==> config.mk <==
export PLATFORM = sky130hd
export DESIGN_NAME = lock_controller
export DESIGN_NICKNAME = d
export VERILOG_FILES = /design/src/rtl/lock_defs.sv /design/src/rtl/press_encoder.sv /design/src/rtl/lock_controller.sv
export SDC_FILE = /design/constraint.sdc
export NUM_CORES = 1
export LEC_CHECK = 0
export BUFFER_PORTS_ARGS = -buffer_cell sky130_fd_sc_hd__buf_2
export CORE_MARGIN = 10
export CORE_UTILIZATION = 31
export DETAILED_ROUTE_END_ITERATION = 16
export PLACE_DENSITY = 0.58
export SLEW_MARGIN = 20
export SYNTH_ARGS = -nofsm -noshare
export SYNTH_HDL_FRONTEND = slang
export SYNTH_SLANG_ARGS = --single-unit
==> constraint.sdc <==
create_clock -name clock -period 3.2 [get_ports clock]
set_clock_uncertainty 0.1 [all_clocks]
set_input_delay 0.64 -clock clock [delete_from_list [all_inputs] [get_ports clock]]
set_output_delay 0.64 -clock clock [all_outputs]
set_load 0.02 [all_outputs]
==> src/rtl/lock_defs.sv <==
// Shared definitions for the digital lock: state encodings, button roles
// and the press decode helper used by the press encoder.
package lock_defs;

   typedef enum logic [2:0] {
      ST_LOCKED    = 3'd0,
      ST_ENTRY     = 3'd1,
      ST_CHECK     = 3'd2,
      ST_FAIL      = 3'd3,
      ST_LOCKOUT   = 3'd4,
      ST_UNLOCKED  = 3'd5,
      ST_SET_ENTRY = 3'd6
   } lock_state_t;

   localparam logic [1:0] BTN_SET    = 2'd0;
   localparam logic [1:0] BTN_RELOCK = 2'd3;

   typedef struct packed {
      logic       valid;
      logic       multi;
      logic [1:0] index;
   } press_t;

   // Lowest set bit gives the index; multi flags more than one bit set.
   function automatic press_t decode_press(input logic [3:0] presses);
      press_t r;
      r.valid = |presses;
      r.multi = (presses & (presses - 4'd1)) != 4'd0;
      r.index = 2'd0;
      for (int i = 3; i >= 0; i--) begin
         if (presses[i]) r.index = 2'(i);
      end
      return r;
   endfunction

endpackage

==> src/rtl/press_encoder.sv <==
// Combinational decode of the 4 press pulses into {valid, multi, index}.
module press_encoder
   import lock_defs::*;
(
   input  logic [3:0] presses,
   output logic       valid,
   output logic       multi,
   output logic [1:0] index
);

   press_t dec;

   // Single decode point so every consumer sees the same digit rules.
   always_comb begin
      dec = decode_press(presses);
   end

   assign valid = dec.valid;
   assign multi = dec.multi;
   assign index = dec.index;

endmodule

==> src/rtl/lock_controller.sv <==
// Digital lock controller: collects press sequences, checks them against the
// stored code, handles fail/lockout timing and code re-programming.
//
// state        | meaning
// -------------+----------------------------------------------------------
// ST_LOCKED    | idle and locked, first press starts an entry
// ST_ENTRY     | collecting code digits, idle timeout abandons the entry
// ST_CHECK     | one-cycle compare of the entry against the stored code
// ST_FAIL      | error indicator held, or immediate lockout on MAX_FAILS
// ST_LOCKOUT   | all presses ignored for LOCKOUT_CYCLES
// ST_UNLOCKED  | open; button 3 relocks, button 0 starts re-programming
// ST_SET_ENTRY | collecting a new code, idle timeout returns to unlocked
module lock_controller
   import lock_defs::*;
#(
   parameter int                       CODE_LENGTH    = 4,
   parameter logic [2*CODE_LENGTH-1:0] DEFAULT_CODE   = 8'h1B,
   parameter int                       TIMEOUT_CYCLES = 50_000_000,
   parameter int                       ERROR_CYCLES   = 25_000_000,
   parameter int                       MAX_FAILS      = 3,
   parameter int                       LOCKOUT_CYCLES = 250_000_000
) (
   input  logic                               clock,
   input  logic                               reset,
   input  logic [3:0]                         buttonPresses,
   output logic                               locked,
   output logic                               unlocked,
   output logic                               error,
   output logic                               lockout,
   output logic [$clog2(CODE_LENGTH+1)-1:0]   digitCount
);

   localparam int CODE_W = 2 * CODE_LENGTH;
   localparam int DC_W   = $clog2(CODE_LENGTH + 1);
   localparam int FC_W   = $clog2(MAX_FAILS + 1);
   localparam int MAX_A  = (TIMEOUT_CYCLES > ERROR_CYCLES) ? TIMEOUT_CYCLES : ERROR_CYCLES;
   localparam int MAX_T  = (MAX_A > LOCKOUT_CYCLES) ? MAX_A : LOCKOUT_CYCLES;
   localparam int TMR_W  = ($clog2(MAX_T) < 1) ? 1 : $clog2(MAX_T);

   localparam logic [TMR_W-1:0] TMO_TC  = TMR_W'(TIMEOUT_CYCLES - 1);
   localparam logic [TMR_W-1:0] ERR_TC  = TMR_W'(ERROR_CYCLES - 1);
   localparam logic [TMR_W-1:0] LKO_TC  = TMR_W'(LOCKOUT_CYCLES - 1);
   localparam logic [DC_W-1:0]  DC_LAST = DC_W'(CODE_LENGTH - 1);
   localparam logic [DC_W-1:0]  DC_FULL = DC_W'(CODE_LENGTH);
   localparam logic [FC_W-1:0]  FC_MAX  = FC_W'(MAX_FAILS);

   lock_state_t       state, state_nxt;
   logic [TMR_W-1:0]  timer;
   logic [DC_W-1:0]   digit_count;
   logic [FC_W-1:0]   fail_count;
   logic [CODE_W-1:0] shift_reg, shift_nxt, stored_code;
   logic              entry_bad, entry_bad_nxt;
   logic              press_valid, press_multi;
   logic [1:0]        press_idx;
   logic              accept_digit, last_digit, code_match;

   press_encoder u_press_encoder (
      .presses (buttonPresses),
      .valid   (press_valid),
      .multi   (press_multi),
      .index   (press_idx)
   );

   assign accept_digit  = press_valid &&
                          (state inside {ST_LOCKED, ST_ENTRY, ST_SET_ENTRY});
   assign last_digit    = (digit_count == DC_LAST);
   assign shift_nxt     = CODE_W'({shift_reg, press_idx});
   assign entry_bad_nxt = (state == ST_LOCKED) ? press_multi : (entry_bad | press_multi);
   assign code_match    = (shift_reg == stored_code) && !entry_bad;

   // Next-state decode; presses outside the entry states only matter in UNLOCKED.
   always_comb begin
      state_nxt = state;
      case (state)
         ST_LOCKED: begin
            if (accept_digit) state_nxt = last_digit ? ST_CHECK : ST_ENTRY;
         end
         ST_ENTRY: begin
            if (accept_digit) begin
               if (last_digit) state_nxt = ST_CHECK;
            end else if (timer == TMO_TC) begin
               state_nxt = ST_LOCKED;
            end
         end
         ST_CHECK: begin
            state_nxt = code_match ? ST_UNLOCKED : ST_FAIL;
         end
         ST_FAIL: begin
            if (fail_count >= FC_MAX)  state_nxt = ST_LOCKOUT;
            else if (timer == ERR_TC)  state_nxt = ST_LOCKED;
         end
         ST_LOCKOUT: begin
            if (timer == LKO_TC) state_nxt = ST_LOCKED;
         end
         ST_UNLOCKED: begin
            if (press_valid && !press_multi) begin
               if (press_idx == BTN_RELOCK)   state_nxt = ST_LOCKED;
               else if (press_idx == BTN_SET) state_nxt = ST_SET_ENTRY;
            end
         end
         ST_SET_ENTRY: begin
            if (accept_digit) begin
               if (last_digit) state_nxt = ST_LOCKED;
            end else if (timer == TMO_TC) begin
               state_nxt = ST_UNLOCKED;
            end
         end
         default: state_nxt = ST_LOCKED;
      endcase
   end

   // State register.
   always_ff @(posedge clock or negedge reset) begin
      if (!reset) state <= ST_LOCKED;
      else        state <= state_nxt;
   end

   // Shared timer, digit collection, fail tracking and the stored code.
   always_ff @(posedge clock or negedge reset) begin
      if (!reset) begin
         timer       <= '0;
         digit_count <= '0;
         fail_count  <= '0;
         shift_reg   <= '0;
         entry_bad   <= 1'b0;
         stored_code <= DEFAULT_CODE;
      end else begin
         if (accept_digit || (state_nxt != state)) timer <= '0;
         else if (timer != '1)                     timer <= timer + 1'b1;

         if (state_nxt inside {ST_CHECK, ST_LOCKED, ST_UNLOCKED}) digit_count <= '0;
         else if (accept_digit && (digit_count != DC_FULL))       digit_count <= digit_count + 1'b1;

         if (accept_digit) shift_reg <= shift_nxt;

         if (state == ST_UNLOCKED) entry_bad <= 1'b0;
         else if (accept_digit)    entry_bad <= entry_bad_nxt;

         if ((state == ST_SET_ENTRY) && accept_digit && last_digit && !entry_bad_nxt)
            stored_code <= shift_nxt;

         if (state == ST_CHECK) begin
            if (code_match)              fail_count <= '0;
            else if (fail_count != FC_MAX) fail_count <= fail_count + 1'b1;
         end else if ((state == ST_LOCKOUT) && (state_nxt == ST_LOCKED)) begin
            fail_count <= '0;
         end
      end
   end

   assign locked     = state inside {ST_LOCKED, ST_ENTRY, ST_CHECK, ST_FAIL, ST_LOCKOUT};
   assign unlocked   = state inside {ST_UNLOCKED, ST_SET_ENTRY};
   assign error      = (state == ST_FAIL);
   assign lockout    = (state == ST_LOCKOUT);
   assign digitCount = digit_count;

endmodule
==> out/results.ini <==
[status]
status = finished clean

[global_routing]
grt_pass1_vias = 2403
antenna_found_initial = 0
grt_max_degree = 41
overflow = 0
grt_pass1_wl_um = 11500
grt_usage_pct = 9.31

[final_layout]
postLayoutCoreUtil_pct = 34.2
drive_above_1_share_pct = 19.1
area_growth_syn_to_layout_pct = 8.47
insertedDiodeCount = 0
largest_reg_flops = 28
finalInstanceArea_um2 = 3490
final_cells = 482
nets = 356

[pwr]
power_density_nw_per_um2 = 656
fin_total_pwr_mw = 2.29
irDropWorstVdd_uv = 386
power.leakage_nw = 1.37

[sta]
whs_ns = 0.112
setup_violations = 0
maxSlewViolCount = 0
grt_setup_unrepaired = false
setup_ws_ns = 0.600
tightest_slew_ns = 0.912
slew_headroom_pct = 39.1
hold_violations = 0
period_needed_ns = 2.60
fin_crit_sh_pct = 81.2
fmax_mhz = 385
tns_ns = 0

[worst_setup_path]
critical_path_class = input pin to flop
cp.required_ns = 3.29
worstPathMaxFanout = 28
arrival_ns = 2.69
critPathCaptureType = flop
rr_worst_depth = 7
worstSetupStartpointType = input pin

[clock_tree]
insertion_delay_ns = 0.30
clock-sinks = 53
path_clk_slew_ns = 0.09
cts_hold_buf = 0
cts_root_buf = clkbuf_8
max-clock-path-buffers = 2
cts_setup_buffers = 0
cts_max_level = 2
numCtsBuffers = 5
cts_tree = done
cts_resized = 0

[detailed_routing]
drcViolationCount = 0
wl_per_cell_um = 13.8
viasPerCell = 5.04
wirelength_um = 6650
vias = 2431
firstDrtPassIters = 4
drt-initial-drc-count = 236
ant_nets = 0

[synthesis]
ys_seq_elements = 53
syn_nets = 346
yosysMostFrequentCell = dfrtp_1
synthArstFlopShare_pct = 100
synth-edff-count = 0
synthFlopType = dfrtp_1
synth.avg_cell_area_um2 = 9.62
yosysUniqueCellTypes = 57
yosys_warnings = 0
synth_largest_area_cell = dfrtp_1
synth_seq_area_share_pct = 41.3
synth_top_area_share_pct = 38.1
synth_area_leaders = dfrtp_1 (38%), xor2_1 (5.4%), mux2_2 (4.9%), xnor2_1 (4.3%), nor2_2 (3.9%)
synthCells = 335
synth_area_um2 = 3220
synthTopCellsByCount = dfrtp_1 (49), nor2_1 (28), nand2_1 (27)

[die]
core_area_um2 = 10200
chipHeight_um = 122
num_rows = 37
die-area_um2 = 14900
dieWidth_um = 122
initial_core_util_pct = 31.5
io_pins = 13

[job]
drv_cap = 0

[placement]
pre_cts_slack_ns = 0.285
post_dp_cell_area_um2 = 3410
dp_hpwl_um = 4780
gp_congestion = 0.879
placed_cells = 474
numPortBuffers = 12

[min_path]
hp-class = input pin to async pin

==> metal layers <==
layer / GRT usage (%) / part of all wire (%) / vias up
li1: - / - / 1207
met1: 12.7 / 48 / 1161
met2: 14.2 / 45 / 59
met3: 2.68 / 5.7 / 4
met4: 2.31 / 0.57 / 0
met5: 0 / 0 / -
==> area by class of cell <==
class | instances | area, µm²
clock buffers | 5 | 68.8
clock inverters | 3 | 17.5
fillers | 1055 | 6740
inverters | 12 | 45.0
multi-input cells | 257 | 1760
flip-flops and latches | 53 | 1330
well taps | 136 | 170
repair buffers | 16 | 103
==> worst paths after layout <==
check / start / end / slack [ns]
setup / recovery: buttonPresses[0] / timer[7] / 0.60
hold / removal: reset / shift_reg[5] / 0.11
setup reg to reg: state[0] / timer[7] / 0.66
hold reg to reg: fail_count[0] / fail_count[0] / 0.39
max in group asynchronous: reset / timer[18] / 2.06
min in group clock: fail_count[0] / fail_count[0] / 0.39
==> cells in the final DEF, fill, tap and decap left out, types with 7 or more instances in the layout <==
| cell type | count |
|---|---|
| inv_1 | 12 |
| nand3_1 | 15 |
| o211ai_1 | 7 |
| nand4_1 | 14 |
| buf_2 | 12 |
| nand2_1 | 27 |
| dfrtp_1 | 49 |
| nor2_1 | 28 |
| o21ai_0 | 12 |
| xnor2_1 | 16 |
| a21oi_1 | 7 |
| nor2_2 | 20 |
| xor2_1 | 20 |
| mux2_2 | 14 |
==> worst max-delay path: stages <==
cell and delay (ns):
buf_2 0.15, or4_4 0.59, o21a_4 0.15, o41a_1 0.38, o211a_1 0.25, o211ai_4 0.21
buf_12 0.23, nor2_1 0.07
==> report_power, final <==
part,switching (mW),total (mW),internal (mW),leakage (nW)
registers,0.159,0.936,0.778,0.700
clock network,0.221,0.373,0.152,0.0439
logic,0.565,0.983,0.418,0.621
==> cell families after synthesis <==
kind of cell | share of synthesized area, %
AND/OR/NAND/NOR | 26.2
flip-flops | 41.3
AO/OA/AOI/OAI | 10.8
XOR/XNOR | 9.79
buffers and inverters | 4.12
multiplexers | 5.51
adder cells (fa/ha/maj) | 2.25
No activity file was read; power rests on OpenSTA's default activity.
